===== src/rtl/mult_div_unit.sv =====
// Iterative signed multiply (radix-2 Booth) / divide (restoring) unit, one bit per clock.
// Produces HI/LO for mfhi/mflo; a single done pulse marks each completed operation.
module mult_div_unit #(
  parameter int WIDTH = 32
) (
  input  logic             clock,
  input  logic             reset,
  input  logic             start_mult,
  input  logic             start_div,
  input  logic [WIDTH-1:0] a,
  input  logic [WIDTH-1:0] b,
  output logic             busy,
  output logic             done,
  output logic             div_zero,
  output logic [WIDTH-1:0] hi,
  output logic [WIDTH-1:0] lo
);

  localparam int CW = $clog2(WIDTH);

  typedef enum logic [1:0] {IDLE, MULT, DIV, FINISH} state_t;

  state_t           state_q, state_d;
  logic [CW-1:0]    cnt_q, cnt_d;
  logic [WIDTH:0]   acc_q, acc_d;
  logic [WIDTH:0]   m_q, m_d;
  logic [WIDTH-1:0] q_q, q_d;
  logic             q1_q, q1_d;
  logic             is_div_q, is_div_d;
  logic             dz_q, dz_d;
  logic             neg_quot_q, neg_quot_d;
  logic             neg_rem_q, neg_rem_d;
  logic             done_q, done_d;
  logic             div_zero_q, div_zero_d;
  logic [WIDTH-1:0] hi_q, hi_d;
  logic [WIDTH-1:0] lo_q, lo_d;

  logic             last_step;
  logic [WIDTH:0]   booth_sum;
  logic [WIDTH:0]   div_shift;
  logic [WIDTH:0]   div_trial;
  logic [WIDTH-1:0] a_mag, b_mag;

  assign last_step = (cnt_q == CW'(WIDTH - 1));
  assign a_mag     = a[WIDTH-1] ? -a : a;
  assign b_mag     = b[WIDTH-1] ? -b : b;

  // state register
  always_ff @(posedge clock) begin
    if (!reset) state_q <= IDLE;
    else        state_q <= state_d;
  end

  // next-state logic
  always_comb begin
    state_d = state_q;
    case (state_q)
      IDLE: begin
        if (start_mult)     state_d = MULT;
        else if (start_div) state_d = (b == '0) ? FINISH : DIV;
      end
      MULT, DIV: if (last_step) state_d = FINISH;
      FINISH:    state_d = IDLE;
      default:   state_d = IDLE;
    endcase
  end

  // outputs
  always_comb begin
    busy     = (state_q != IDLE);
    done     = done_q;
    div_zero = div_zero_q;
    hi       = hi_q;
    lo       = lo_q;
  end

  always_comb begin
    case ({q_q[0], q1_q})
      2'b01:   booth_sum = acc_q + m_q;
      2'b10:   booth_sum = acc_q - m_q;
      default: booth_sum = acc_q;
    endcase
    div_shift = {acc_q[WIDTH-1:0], q_q[WIDTH-1]};
    div_trial = div_shift - m_q;
  end

  // datapath next-state
  always_comb begin
    cnt_d      = cnt_q;
    acc_d      = acc_q;
    m_d        = m_q;
    q_d        = q_q;
    q1_d       = q1_q;
    is_div_d   = is_div_q;
    dz_d       = dz_q;
    neg_quot_d = neg_quot_q;
    neg_rem_d  = neg_rem_q;
    done_d     = 1'b0;
    div_zero_d = div_zero_q;
    hi_d       = hi_q;
    lo_d       = lo_q;
    case (state_q)
      IDLE: begin
        if (start_mult || start_div) begin
          cnt_d      = '0;
          acc_d      = '0;
          q1_d       = 1'b0;
          div_zero_d = 1'b0;
          is_div_d   = !start_mult;
          dz_d       = !start_mult && (b == '0);
          neg_quot_d = a[WIDTH-1] ^ b[WIDTH-1];
          neg_rem_d  = a[WIDTH-1];
          if (start_mult) begin
            m_d = {a[WIDTH-1], a};
            q_d = b;
          end else begin
            m_d = {1'b0, b_mag};
            q_d = a_mag;
          end
        end
      end
      MULT: begin
        cnt_d = cnt_q + 1'b1;
        acc_d = {booth_sum[WIDTH], booth_sum[WIDTH:1]};
        q_d   = {booth_sum[0], q_q[WIDTH-1:1]};
        q1_d  = q_q[0];
      end
      DIV: begin
        cnt_d = cnt_q + 1'b1;
        if (!div_trial[WIDTH]) begin
          acc_d = div_trial;
          q_d   = {q_q[WIDTH-2:0], 1'b1};
        end else begin
          acc_d = div_shift;
          q_d   = {q_q[WIDTH-2:0], 1'b0};
        end
      end
      FINISH: begin
        done_d = 1'b1;
        if (is_div_q && dz_q) begin
          div_zero_d = 1'b1;
        end else if (is_div_q) begin
          lo_d = neg_quot_q ? -q_q : q_q;
          hi_d = neg_rem_q ? -acc_q[WIDTH-1:0] : acc_q[WIDTH-1:0];
        end else begin
          hi_d = acc_q[WIDTH-1:0];
          lo_d = q_q;
        end
      end
      default: ;
    endcase
  end

  always_ff @(posedge clock) begin
    if (!reset) begin
      cnt_q      <= '0;
      acc_q      <= '0;
      m_q        <= '0;
      q_q        <= '0;
      q1_q       <= 1'b0;
      is_div_q   <= 1'b0;
      dz_q       <= 1'b0;
      neg_quot_q <= 1'b0;
      neg_rem_q  <= 1'b0;
      done_q     <= 1'b0;
      div_zero_q <= 1'b0;
      hi_q       <= '0;
      lo_q       <= '0;
    end else begin
      cnt_q      <= cnt_d;
      acc_q      <= acc_d;
      m_q        <= m_d;
      q_q        <= q_d;
      q1_q       <= q1_d;
      is_div_q   <= is_div_d;
      dz_q       <= dz_d;
      neg_quot_q <= neg_quot_d;
      neg_rem_q  <= neg_rem_d;
      done_q     <= done_d;
      div_zero_q <= div_zero_d;
      hi_q       <= hi_d;
      lo_q       <= lo_d;
    end
  end

endmodule


===== config.mk =====
export PLATFORM = sky130hd
export DESIGN_NAME = mult_div_unit
export DESIGN_NICKNAME = d
export VERILOG_FILES = /design/src/rtl/mult_div_unit.sv
export SDC_FILE = /design/constraint.sdc
export NUM_CORES = 1
export LEC_CHECK = 0
export BUFFER_PORTS_ARGS = -buffer_cell sky130_fd_sc_hd__buf_2
export CELL_PAD_IN_SITES_DETAIL_PLACEMENT = 1
export CELL_PAD_IN_SITES_GLOBAL_PLACEMENT = 1
export CORE_UTILIZATION = 40
export CTS_CLUSTER_DIAMETER = 150
export DETAILED_ROUTE_END_ITERATION = 12
export PLACE_DENSITY = 0.83
export SLEW_MARGIN = 5
export SYNTH_ARGS = -nofsm -noshare
export SYNTH_HDL_FRONTEND = slang
export SYNTH_SLANG_ARGS = --single-unit

===== constraint.sdc =====
create_clock -name clock -period 9.47 [get_ports clock]
set_clock_uncertainty 0.1 [all_clocks]
set_input_delay 0.4735 -clock clock [delete_from_list [all_inputs] [get_ports clock]]
set_output_delay 0.4735 -clock clock [all_outputs]
set_load 0.03 [all_outputs]

==> results.cfg, run 1 <==
[sta]
slew_violations = 0
fin_tns_setup_ns = 0
setup_viol = 0
relSlewSlack = 0.195
fin_crit_sh = 0.492
setup_ws_ns = 4.81
rsz0062_at_grt = no
worst_slew_pin_slew_ns = 1.21
period_needed_ns = 4.66
fmax_mhz = 215
hold_viol_final = 0

[synth]
avgSynthCellArea_um2 = 7.49
async_reset_ff_frac = 0
synth_common_cells = nand2_1 (285), dfxtp_1 (176), o21ai_0 (169), a21oi_1 (154), clkbuf_1 (116)
yosys_warnings = 0
syn_inst = 2010
ys_seq_elements = 176
yosysSeqAreaShare = 0.234
synth_edf_count = 0
synth_top_cell_by_area = dfxtp_1
yosysMostFrequentCell = nand2_1
syn_nets = 2157
yosysTopAreaCellShare = 0.234
yosys-top-cells-area = dfxtp_1 (23%), nand2_1 (7.1%), ha_1 (6.4%), xnor2_1 (6.3%), o21ai_0 (5.6%)
syn_area_um2 = 15100
ys_dominant_reg_cell = dfxtp_1
ys_types = 75

[clocking]
clockBufferDepth = 2
cts_sinks = 176
cts_resized = 0
clock_latency_ns = 0.46
clk_pin_slew_worst_paths_ns = 0.07
cts_setup_buffers = 0
cts_root_buf = clkbuf_16
postCtsHoldBufs = 0
cts_tree = built
numCtsBuffers = 17
htreeDepth = 4

[layout]
post-route-util = 0.451
syn_to_final_growth_pct = 10.2
stdcell_count = 2534
drive_gt1_frac = 0.102
nets = 2197
finalInstanceArea_um2 = 16600

[placed_design]
dp_slack_ns = 4.90
placed_cell_area_um2 = 16000
io_buffers = 134
placed_cells = 2499
place_hpwl_mm = 42.7
gp_congestion = 0.984

[critical_path]
cp.required_ns = 9.70
max_stage_delay_ns = 0.72
critPathTopFamily = compound AO/OA/AOI/OAI gates
critPathKind = reg2reg
path_max_fanout = 5
path_cells = or3_1, nor3_1, a31oi_1, xnor2_1, ha_1, a21oi_1, nand2_1, o21ai_0, a21oi_1, o41ai_1, o31ai_1, a31oi_1, xnor2_1, a222oi_1, o21ai_0
slowest_stage = o41ai_1
setup.worst_path.start_class = flip-flop
cp.buffers_inverters = 0
crit_arrival_ns = 4.89
cp-end-kind = flip-flop

[detailed_routing]
wl_met3_mm = 2.77
drt_pass1_iterations = 6
highest_layer = met4
wire_per_inst_um = 22.1
drtIter0Drc = 911
vias = 15600
wl_met1_mm = 24.6
routed-wl-met2_mm = 26.3
wl_mm = 56.1
avgViaCountPerCell = 6.14
drc = 0
postRouteAntennaNets = 0

[global_routing]
grt_usage = 0.290
grt_overflow_total = 0
grt_pass1_vias = 15400
grt_max_degree = 108
antenna_found_initial = 3
grt_pass1_wl_mm = 87.7

[power]
share_seq_of_total_power = 0.246
powerDensity_nw_per_um2 = 263
p_clk_frac = 0.173
vdd_drop_max_mv = 0.156
power.leakage_nw = 7.25
p_switching_mw = 2.18
combPwrFrac = 0.582
p_int_mw = 2.18
switching_share = 0.500

[die]
core-area_um2 = 36800
die_area_um2 = 38400
std_cell_rows = 70
start_util = 0.409
io_pins = 135
fp.dieH_um = 196
die_w_um = 196

[worst_hold_path]
holdCritPathClass = in2reg

[run_status]
status = complete, no violations

[job]
drv_cap = 0
-- worst reg2reg max path, stage by stage (launching register included) --
cell	delay, ns
dfxtp_1	0.35
or3_1	0.39
nor3_1	0.48
a31oi_1	0.18
xnor2_1	0.17
ha_1	0.34
a21oi_1	0.21
nand2_1	0.09
o21ai_0	0.36
a21oi_1	0.13
o41ai_1	0.72
o31ai_1	0.26
a31oi_1	0.25
xnor2_1	0.09
a222oi_1	0.30
o21ai_0	0.13
-- layout make-up --
class	count	area, um^2
Fill cell	4593	20200
Multi-Input combinational cell	1632	10800
Sequential cell	176	3520
Timing Repair Buffer	154	826
Tap cell	468	586
Clock buffer	18	429
Inverter	69	259
Clock inverter	13	171
Antenna cell	4	10.0
-- cells by family after synthesis --
group / after synthesis / synth area share
adders and majority gates: 79 / 0.0667
DFF: 176 / 0.234
and+or+nand+nor: 611 / 0.191
muxes: 45 / 0.0303
xor gates and xnor gates: 202 / 0.118
AOI/OAI and AO/OA: 695 / 0.309
buffers and inverters: 202 / 0.0511
-- final timing paths --
check | startpoint | end | slack (ns) | cells past startpoint
max reg2reg | m_q[2] | acc_q[29] | 4.81 | 15
min | b[30] | q_q[30] | 0.32 | 3
min reg2reg | lo[0] | lo[0] | 0.39 | 2
max | m_q[2] | acc_q[29] | 4.81 | 15
-- stage by stage --
stage          total power, mW  hold slack [ns]
2_1_floorplan             2.86            0.352
3_3_place_gp              3.49            0.370
3_5_place_dp              3.58            0.383
4_1_cts                   4.34            0.287
5_1_grt                   4.64            0.353
6_report                  4.36            0.316
-- placed cells by master (no fill, tap or decap), types with 7 or more instances in the layout --
| cell type | instances |
|---|---|
| buf_4 | 22 |
| a21boi_0 | 31 |
| xor2_1 | 92 |
| nor3b_1 | 7 |
| a41oi_1 | 7 |
| a31oi_1 | 22 |
| nand2_1 | 285 |
| a21o_1 | 25 |
| mux2i_1 | 40 |
| nor4_1 | 13 |
| a22oi_1 | 32 |
| o21ai_1 | 15 |
| buf_2 | 132 |
| nor3_1 | 29 |
| nor2b_1 | 28 |
| or4_1 | 11 |
| or3_1 | 23 |
| o211ai_1 | 18 |
| a211oi_1 | 31 |
| nand4_1 | 12 |
| nor2_1 | 98 |
| o41ai_1 | 19 |
| o31ai_1 | 27 |
| o21bai_1 | 8 |
| o211a_1 | 70 |
| a21oi_1 | 154 |
| nand3_1 | 38 |
| xnor2_1 | 109 |
| o21ai_0 | 168 |
| dfxtp_1 | 176 |
| a22o_1 | 17 |
| and3_1 | 13 |
| o21a_1 | 13 |
| ha_1 | 75 |
| nand2b_1 | 17 |
| inv_1 | 68 |
| and2_1 | 16 |
| clkbuf_16 | 17 |
-- power groups by stage --
stage	clock network, mW	logic, mW	registers [mW]
after floorplan	0	1.78	1.08
after global placement	0	2.42	1.07
after detailed placement	0	2.49	1.08
after CTS	0.759	2.51	1.07
after global routing	0.786	2.77	1.09
final	0.753	2.54	1.07
-- sequential cells by signal, indices dropped and copies added, names as in the netlist, 2 cells and up --
name and cells:
state_q 2, m_q 33, acc_q 33, cnt_q 5, lo 32, hi 32
q_q 32
-- routing by layer --
metal / GRT usage / up-vias
li1: - / 7337
met3: 0.0445 / 103
met4: 0.130 / 0
met5: 0 / -
met1: 0.368 / 7682
met2: 0.485 / 430
No activity file was read; power rests on OpenSTA's default activity.
==> run 2: changes to the inputs <==
==> constraint.sdc (replaced) <==
create_clock -name clock -period 4.5 [get_ports clock]
set_clock_uncertainty 0.1 [all_clocks]
set_input_delay 0.225 -clock clock [delete_from_list [all_inputs] [get_ports clock]]
set_output_delay 0.225 -clock clock [all_outputs]
set_load 0.03 [all_outputs]
==> run 2 against run 1 <==
Effect of this change:
- wire length grew 0.59%
- via count increased by 0.28%
- non-clock buffer count grew 40
==> results.cfg, run 2 (synthesized netlist as in run 1, its figures left out) <==
[layout]
mostFrequentLayoutCells = nand2_1 (285), dfxtp_1 (176), o21ai_0 (166)
reg.largest.list = acc_q: 33 flops, m_q: 33 flops
num-fill-cells = 4619
final_common_cell = nand2_1
seq_area_um2 = 3520
multi_input_area_um2 = 10800
finalInstanceArea_um2 = 16900
nets = 2237
post-route-util = 0.460
syn_to_final_growth_pct = 12.4
drive_gt1_frac = 0.124

[critical_path]
startpoint = m_q[5]
setup.worst_path.start_class = flip-flop
critPathKind = reg2reg
crit_end = acc_q[31]
reg2reg_from = m_q[5]
cp.buffers_inverters = 0
r2r_end = acc_q[31]
slowest_stage = or4_1
cp-end-kind = flip-flop
path_max_fanout = 8
cp.depth = 16
cp.required_ns = 4.75
crit_arrival_ns = 4.51
max_stage_delay_ns = 0.57
critPathTopFamily = simple AND/OR/NAND/NOR gates
path_cells = or4_1, nor3_2, and3_1, and2_1, and3_2, a31oi_1, xnor2_1, ha_1, nand2_1, a2bb2oi_1, a21oi_1, a221o_1, or3b_2, o211a_1, o2111ai_1, o221a_2
reg2reg_slack_ns = 0.24
reg2reg_depth = 16

[global_routing]
grt_pass1_wl_mm = 89.0
grt_max_degree = 111
grt_pass1_vias = 15600
antenna_found_initial = 5
grt_overflow_total = 0
grt_usage = 0.294

[clocking]
cts_sinks = 176
clk_pin_slew_worst_paths_ns = 0.08
cts_tree = built
postCtsHoldBufs = 0
clockBufferDepth = 2
clock_latency_ns = 0.46
numCtsBuffers = 17
htreeDepth = 4
cts_root_buf = clkbuf_16

[job]
drv_cap = 0

[detailed_routing]
avgViaCountPerCell = 6.06
drt_pass1_iterations = 7
drtIter0Drc = 1056
drc = 0
vias = 15600
wl_mm = 56.4
postRouteAntennaNets = 0
wire_per_inst_um = 21.9

[placed_design]
place_hpwl_mm = 43.4
dp_slack_ns = 0.0800
placed_cell_area_um2 = 16300
gp_congestion = 0.966
io_buffers = 134

[power]
vdd_drop_max_mv = 0.327
power.leakage_nw = 7.47
powerDensity_nw_per_um2 = 548

[die]
die_area_um2 = 38400
die_w_um = 196
std_cell_rows = 70
io_pins = 135
fp.dieH_um = 196
start_util = 0.409
core-area_um2 = 36800

[sta]
fmax_mhz = 235
relSlewSlack = 0.314
fin_tns_setup_ns = 0
worst_slew_pin_slew_ns = 1.03
hold_viol_final = 0
setup_viol = 0
period_needed_ns = 4.26
fin_hold_ws_ns = 0.0567
setup_ws_ns = 0.242
fin_crit_sh = 0.946
slew_violations = 0

[run_status]
status = complete, no violations

[worst_hold_path]
holdCritPathClass = in2reg
[run 2: cell types whose count changed in the layout (fill, tap and decap cells not counted), moves of 2 or more]
cell	delta
buf_4	+39
bufinv_16	-2
clkinv_4	+2
clkinvlp_4	-2
diode_2	-2
o21ai_0	-2
o21ai_1	+2
[run 2: metrics by stage]
stage	std cells	total power, mW
final	2573	9.27
after global routing	2572	9.88
after CTS	2571	9.21
after detailed placement	2539	7.64
after global placement	2539	7.48
after floorplan	2010	6.03
[run 2: final cells by class]
type / instances / area share
multi-input cells: 1632 / 0.640
flip-flops and latches: 176 / 0.208
repair buffers: 194 / 0.0673
well taps: 468 / 0.0346
clock buffers: 19 / 0.0262
inverters: 69 / 0.0153
clock inverters: 13 / 0.00821
diodes: 2 / 0.000296
[run 2: per-layer routing]
layer | track usage | vias up | part of all wire
met3 | 0.0481 | 97 | 0.050
met1 | 0.371 | 7667 | 0.44
met5 | 0 | - | 0.00053
li1 | - | 7432 | -
met4 | 0.116 | 4 | 0.037
met2 | 0.497 | 396 | 0.47
[run 2: where the power goes]
group | switching, mW | internal (mW)
Clock | 0.771 | 0.756
Sequential | 0.373 | 1.85
Combinational | 3.51 | 2.01
[run 2: worst min-delay path: stages]
cell	delay, ns
buf_2	0.10
a211oi_1	0.09
o21ai_1	0.16
[run 2: timing repair]
action,CTS,global route
gates resized for setup,0,12
setup endpoints to repair,0,10
setup buffers,0,0
[run 2: worst min-delay path by stage]
stage	start	endpoint	slack, ns	cells after the start
after floorplan	a[27]	m_q[27]	0.31	2
after global placement	lo[0]	lo[0]	0.37	2
after detailed placement	lo[0]	lo[0]	0.38	2
after CTS	b[30]	q_q[30]	0.06	3
after global routing	b[30]	q_q[30]	0.07	3
final	b[30]	q_q[30]	0.06	3
